### config.mk
export PLATFORM = sky130hd
export DESIGN_NAME = sha256_sched
export DESIGN_NICKNAME = d
export VERILOG_FILES = /design/src/rtl/sha256_sched.sv
export SDC_FILE = /design/constraint.sdc
export NUM_CORES = 2
export LEC_CHECK = 0
export BUFFER_PORTS_ARGS = -buffer_cell sky130_fd_sc_hd__buf_2
export CORE_ASPECT_RATIO = 0.9
export CORE_UTILIZATION = 67
export CTS_CLUSTER_SIZE = 20
export DETAILED_ROUTE_END_ITERATION = 8
export GPL_TIMING_DRIVEN = 0
export PLACE_DENSITY = 0.83
export REMOVE_ABC_BUFFERS = 1
export SYNTH_ARGS = -nofsm -noshare
export SYNTH_HDL_FRONTEND = slang
export SYNTH_SLANG_ARGS = --single-unit
### constraint.sdc
create_clock -name clk -period 36.6 [get_ports clk]
set_clock_uncertainty 0.15 [all_clocks]
set_input_delay 5.49 -clock clk [delete_from_list [all_inputs] [get_ports clk]]
set_output_delay 5.49 -clock clk [all_outputs]
set_load 0.05 [all_outputs]
### src/rtl/sha256_sched.sv
// sha256_sched -- SHA-256 round sequencer and message-schedule generator.
//
// Accepts a 512-bit block as 16 big-endian 32-bit words over a valid/ready
// stream and issues one compression round per cycle (64 rounds per block).
// Rounds 0..15 forward the accepted words. Rounds 16..63 are expanded
// internally from a 16-word sliding window.
//
// Ports:
//   clk, rst      clock, asynchronous active-high reset
//   in_valid/in_ready/in_data/in_last
//                 message word stream; in_last is sampled with word 15 only
//   round_en      core performs a round this cycle (low = bubble, core holds)
//   round_idx     round number t (selects K_t in the core)
//   w_t           schedule word W_t
//   first_blk     with round 0: core loads IV instead of current state
//   hash_update   one-cycle pulse: core folds working vars into the state
//   done          with hash_update of the final block of a message
//   busy          a block is in flight
//
// Optional feature (macro SHA256_BLKCNT_EN):
//   blk_cnt_clr   synchronous clear of blk_cnt (wins over increment)
//   blk_cnt       count of completed blocks, wraps at 2^32
//
// All outputs are registered.

module sha256_sched #(
  parameter int unsigned NUM_ROUNDS = 64
) (
  input  logic        clk,
  input  logic        rst,
  input  logic        in_valid,
  output logic        in_ready,
  input  logic [31:0] in_data,
  input  logic        in_last,
  output logic        round_en,
  output logic [5:0]  round_idx,
  output logic [31:0] w_t,
  output logic        first_blk,
  output logic        hash_update,
  output logic        done,
  output logic        busy
`ifdef SHA256_BLKCNT_EN
  ,
  input  logic        blk_cnt_clr,
  output logic [31:0] blk_cnt
`endif
);

  if (NUM_ROUNDS != 64) begin : g_bad_rounds
    $error("sha256_sched: NUM_ROUNDS must be 64");
  end

  localparam logic [5:0] LAST_ROUND = 6'(NUM_ROUNDS - 1);

  typedef enum logic [1:0] {
    S_IDLE,
    S_LOAD,
    S_EXPAND,
    S_FINAL
  } state_e;

  state_e             state_q, state_d;
  logic [5:0]         cnt_q, cnt_d;
  // Element i holds W[t-16+i] when computing W_t; element 15 is the newest.
  logic [15:0][31:0]  win_q, win_d;
  logic               last_q, last_d;
  logic               first_msg_q, first_msg_d;

  logic               in_ready_q, in_ready_d;
  logic               round_en_q, round_en_d;
  logic [5:0]         round_idx_q, round_idx_d;
  logic [31:0]        w_t_q, w_t_d;
  logic               first_blk_q, first_blk_d;
  logic               hash_update_q, hash_update_d;
  logic               done_q, done_d;
  logic               busy_q, busy_d;

  logic               accept;
  logic [31:0]        w_new;

  function automatic logic [31:0] ssig0(input logic [31:0] x);
    return {x[6:0], x[31:7]} ^ {x[17:0], x[31:18]} ^ (x >> 3);
  endfunction

  function automatic logic [31:0] ssig1(input logic [31:0] x);
    return {x[16:0], x[31:17]} ^ {x[18:0], x[31:19]} ^ (x >> 10);
  endfunction

  assign accept = in_valid & in_ready_q;
  assign w_new  = ssig1(win_q[14]) + win_q[9] + ssig0(win_q[1]) + win_q[0];

  always_comb begin
    state_d       = state_q;
    cnt_d         = cnt_q;
    win_d         = win_q;
    last_d        = last_q;
    first_msg_d   = first_msg_q;
    round_en_d    = 1'b0;
    round_idx_d   = round_idx_q;
    w_t_d         = w_t_q;
    first_blk_d   = 1'b0;
    hash_update_d = 1'b0;
    done_d        = 1'b0;

    unique case (state_q)
      S_IDLE: begin
        if (accept) begin
          win_d       = {in_data, win_q[15:1]};
          round_en_d  = 1'b1;
          round_idx_d = 6'd0;
          w_t_d       = in_data;
          first_blk_d = first_msg_q;
          first_msg_d = 1'b0;
          cnt_d       = 6'd1;
          state_d     = S_LOAD;
        end
      end
      S_LOAD: begin
        if (accept) begin
          win_d       = {in_data, win_q[15:1]};
          round_en_d  = 1'b1;
          round_idx_d = cnt_q;
          w_t_d       = in_data;
          cnt_d       = cnt_q + 6'd1;
          if (cnt_q == 6'd15) begin
            last_d  = in_last;
            state_d = S_EXPAND;
          end
        end
      end
      S_EXPAND: begin
        win_d       = {w_new, win_q[15:1]};
        round_en_d  = 1'b1;
        round_idx_d = cnt_q;
        w_t_d       = w_new;
        cnt_d       = cnt_q + 6'd1;
        if (cnt_q == LAST_ROUND) begin
          cnt_d   = 6'd0;
          state_d = S_FINAL;
        end
      end
      S_FINAL: begin
        hash_update_d = 1'b1;
        done_d        = last_q;
        if (last_q) begin
          first_msg_d = 1'b1;
        end
        state_d = S_IDLE;
      end
      default: state_d = S_IDLE;
    endcase

    // Registered ready/busy follow the state being entered, so ready
    // returns in the same cycle that hash_update is presented.
    in_ready_d = (state_d == S_IDLE) || (state_d == S_LOAD);
    busy_d     = (state_d != S_IDLE);
  end

  always_ff @(posedge clk or posedge rst) begin
    if (rst) begin
      state_q       <= S_IDLE;
      cnt_q         <= '0;
      win_q         <= '0;
      last_q        <= 1'b0;
      first_msg_q   <= 1'b1;
      in_ready_q    <= 1'b0;
      round_en_q    <= 1'b0;
      round_idx_q   <= '0;
      w_t_q         <= '0;
      first_blk_q   <= 1'b0;
      hash_update_q <= 1'b0;
      done_q        <= 1'b0;
      busy_q        <= 1'b0;
    end else begin
      state_q       <= state_d;
      cnt_q         <= cnt_d;
      win_q         <= win_d;
      last_q        <= last_d;
      first_msg_q   <= first_msg_d;
      in_ready_q    <= in_ready_d;
      round_en_q    <= round_en_d;
      round_idx_q   <= round_idx_d;
      w_t_q         <= w_t_d;
      first_blk_q   <= first_blk_d;
      hash_update_q <= hash_update_d;
      done_q        <= done_d;
      busy_q        <= busy_d;
    end
  end

  assign in_ready    = in_ready_q;
  assign round_en    = round_en_q;
  assign round_idx   = round_idx_q;
  assign w_t         = w_t_q;
  assign first_blk   = first_blk_q;
  assign hash_update = hash_update_q;
  assign done        = done_q;
  assign busy        = busy_q;

`ifdef SHA256_BLKCNT_EN
  logic [31:0] blk_cnt_q;

  always_ff @(posedge clk or posedge rst) begin
    if (rst) begin
      blk_cnt_q <= '0;
    end else if (blk_cnt_clr) begin
      blk_cnt_q <= '0;
    end else if (hash_update_q) begin
      blk_cnt_q <= blk_cnt_q + 32'd1;
    end
  end

  assign blk_cnt = blk_cnt_q;
`endif

endmodule

==> results.md <==
- Starting density of the core: 68.29%
- Clock Latency Late Sink: 0.59 ns
- Worst Path Arrival: 9.45 ns
- Worst-Margin Slew: 0.9222 ns
- FFs w/ async S/R, synth: 100.0%
- Worst Setup End Kind: flip-flop
- Clock power frac: 24.0%
- Status: complete, no violations
- Chip width: 204.8 µm
- DRT Pass-1 Iters: 6
- Synthesis warning total: 0
- Num ports: 80
- H-tree depth: 2
- Inserted Clock Buffers: between 50 and 60
- FILL cells: around 2500
- Die Height: 184.6 µm
- Fin Hold WS: 0.3122 ns
- Area share of the largest cell type after synthesis: a little over half
- Initial antenna violation count: 0
- Cells after Synth: 2806
- Post-Syn Area per Cell: slightly below 9 µm²
- Final GP Congestion: between 0.9 and 1
- Leak: 0.01452 µW
- Crit path from: in_valid
- Post CTS Setup Buffer Count: 0
- Layout Area Growth over Synthesis: 9.753%
- Routed Antenna Nets: 0
- Largest net degree at the start of global routing: about 190
- Worst Hold Launch: win_q[326]
- Post-Route WL: 56470 µm
- RSZ-0062 raised after global routing: no
- Setup TNS: 0 ns
- Via density: 5.461
- Root buffer cell: clkbuf_16
- Hold_buf cts: 0
- Net Switching: roughly 930 µW
- Post-synth EDFFs: 0
- GR Util All Layers: 31.27%
- DR WL/cell: approximately 17 µm
- Worst setup SP type: input port
- Area leader, netlist: dfrtp_1
- Req. time, crit path: 36.98 ns
- Total of max-cap violations: 0
- Final core occ: between 70 and 80%
- Final net count: 2894
- Vias: about 18000
- Congestion Overflow GR: 0
- Endpoints failing setup: 0
- CP max FO: roughly 190
- Sequential share of power: 33.8%
- Reg clk slew, reported paths: 0.06 ns
- Most common cell in the netlist: nand2_1
- Top_reg_cell synth: dfrtp_1
- I/O Buffers: 79
- Comb power frac: 42.2%
- Top cells by instance count after synthesis: 1325 x nand2_1, 533 x dfrtp_1, 156 x clkbuf_1
- Leading post-synthesis cells by cell area: dfrtp_1 54%, nand2_1 20%, fa_1 5.0%, xnor2_1 3.1%, o21ai_0 2.6%
- Final period util: 24.78%
- Reg2reg start: win_q[469]
- Hold WC Path Type: reg2reg
- Synthesized flop and latch total: approximately 530
- Sw frac: 40.13%
- Max-slew violation count: 0
- Pwr dens: approximately 85 mW/mm²
- Final Critical Period: 9.071 ns
- Sequential fraction of the synthesis area: 53.86%
- Vias in the first global route: 17379
- Max VDD drop: 58.87 µV
- Sequential cell area: ~0.013 mm²
- Number of cell rows: 66
- CP Class: in2reg
- Placeable Area: 0.03633 mm²
- Layout cells sized above 1: 6.793%
- CTS tree: done
- Cell area after synthesis: 0.02481 mm²
- Antenna diode count: 0
- Global-route wire length before repair: 90490 µm
- Clock buffer depth: 3
- Post-DP HPWL: 37890 µm
- Internal cell power: 1382 µW
- # clock sinks: approximately 530
- Die area: 0.03781 mm²
- CTS resizes: 0
- Library cells used by synthesis: 53
- Final Hold Vio Count: 0
- Iteration-0 DRC count of the detailed router: 1737
- Highest Clock Rate: 110.2 MHz
- Drc violations: 0
- Area of the multi-input gates: 0.01009 mm²
- Slew margin rel.: about 39%
==> final cells by class <==
class,count,share of cell area (%)
clock buffers,75,5.615
multi-input cells,1938,37.04
repair buffers,100,3.299
well taps,476,2.187
inverters,135,1.916
clock inverters,15,0.8684
flip-flops and latches,534,49.08
==> cell usage in the layout (no fill, tap or decap), types with 5 or more instances in the layout <==
master,synthesis,routed
nand2_1,1325,1325
dfrtp_1,533,533
inv_1,135,133
o21ai_0,128,128
xnor2_1,87,87
buf_2,1,79
fa_1,62,62
a21oi_1,61,60
xor2_1,58,58
clkbuf_16,0,53
ha_1,36,35
nor2_1,32,32
a21o_1,20,20
nand3_1,18,18
mux2i_1,13,13
nor3b_1,13,13
clkbuf_8,0,12
buf_16,0,11
clkbuf_1,156,10
buf_12,0,10
and3_1,9,9
nor3_1,8,8
and2_1,7,7
a31oi_1,7,7
o21a_1,6,6
clkinv_2,0,6
bufinv_16,0,6
o21bai_1,5,5
==> registers in the layout (all words and copies together), names as in the netlist <==
register	cells
busy	1
hash_update	1
cnt_q	6
first_msg_q	1
done	1
state_q	2
win_q	512
in_ready	1
last_q	1
round_en	1
round_idx	6
first_blk	1
==> kinds of logic (layout without fill, tap and decap cells) <==
kind of cell,after synthesis,in the layout,synth area share (%)
flops,534,534,53.86
xor+xnor,145,145,5.119
compound gates,248,248,5.653
buf+inv,334,325,5.542
fa+ha+maj,98,98,6.818
simple gates,1433,1433,22.44
mux,14,14,0.5698
==> power groups by stage <==
stage	sequential (µW)	clock (µW)	combinational [µW]
after floorplan	774	0	679
after global placement	784	0	953
after detailed placement	786	0	955
after CTS	778	562	967
after global routing	790	584	1070
final	780	553	975
==> critical path, stage by stage <==
cell	delay (ns)
buf_2	0.08
nand2_1	0.12
nor2_1	0.20
a21oi_4	0.17
buf_12	0.26
buf_12	0.18
buf_12	0.18
buf_16	0.18
inv_8	0.64
buf_16	0.51
nand2_1	0.65
a21oi_1	0.30
nand3_1	0.14
nand2_1	0.09
==> routing by layer <==
layer / share of wire, % / up-vias / global-route usage [%]
li1: - / 8509 / -
met1: 43 / 8824 / 42.83
met2: 48 / 439 / 50.68
met3: 6.0 / 102 / 6.188
met4: 2.8 / 0 / 9.791
met5: 0 / - / 0
==> metrics by stage <==
step	std cells	setup slack, ns	total power [µW]	cell area, µm²
global placement	3162	-71.46	1737	24930
CTS	3273	27.65	2306	27230
finish	3273	27.53	2308	27230
floorplan	2607	-25.28	1453	23940
detailed placement	3183	27.08	1741	25470
global route	3273	27.23	2447	27230
==> final timing paths <==
kind                       slack (ns)  cells past startpoint    endpoint
max                             27.53                     14  win_q[505]
min                              0.31                      2  win_q[326]
max reg2reg                     31.30                     14  win_q[508]
min reg2reg                      0.31                      2  win_q[326]
min in group asynchronous        4.76                      2  win_q[195]
max in group asynchronous       29.98                      4  win_q[315]
No activity file was read; power rests on OpenSTA's default activity.
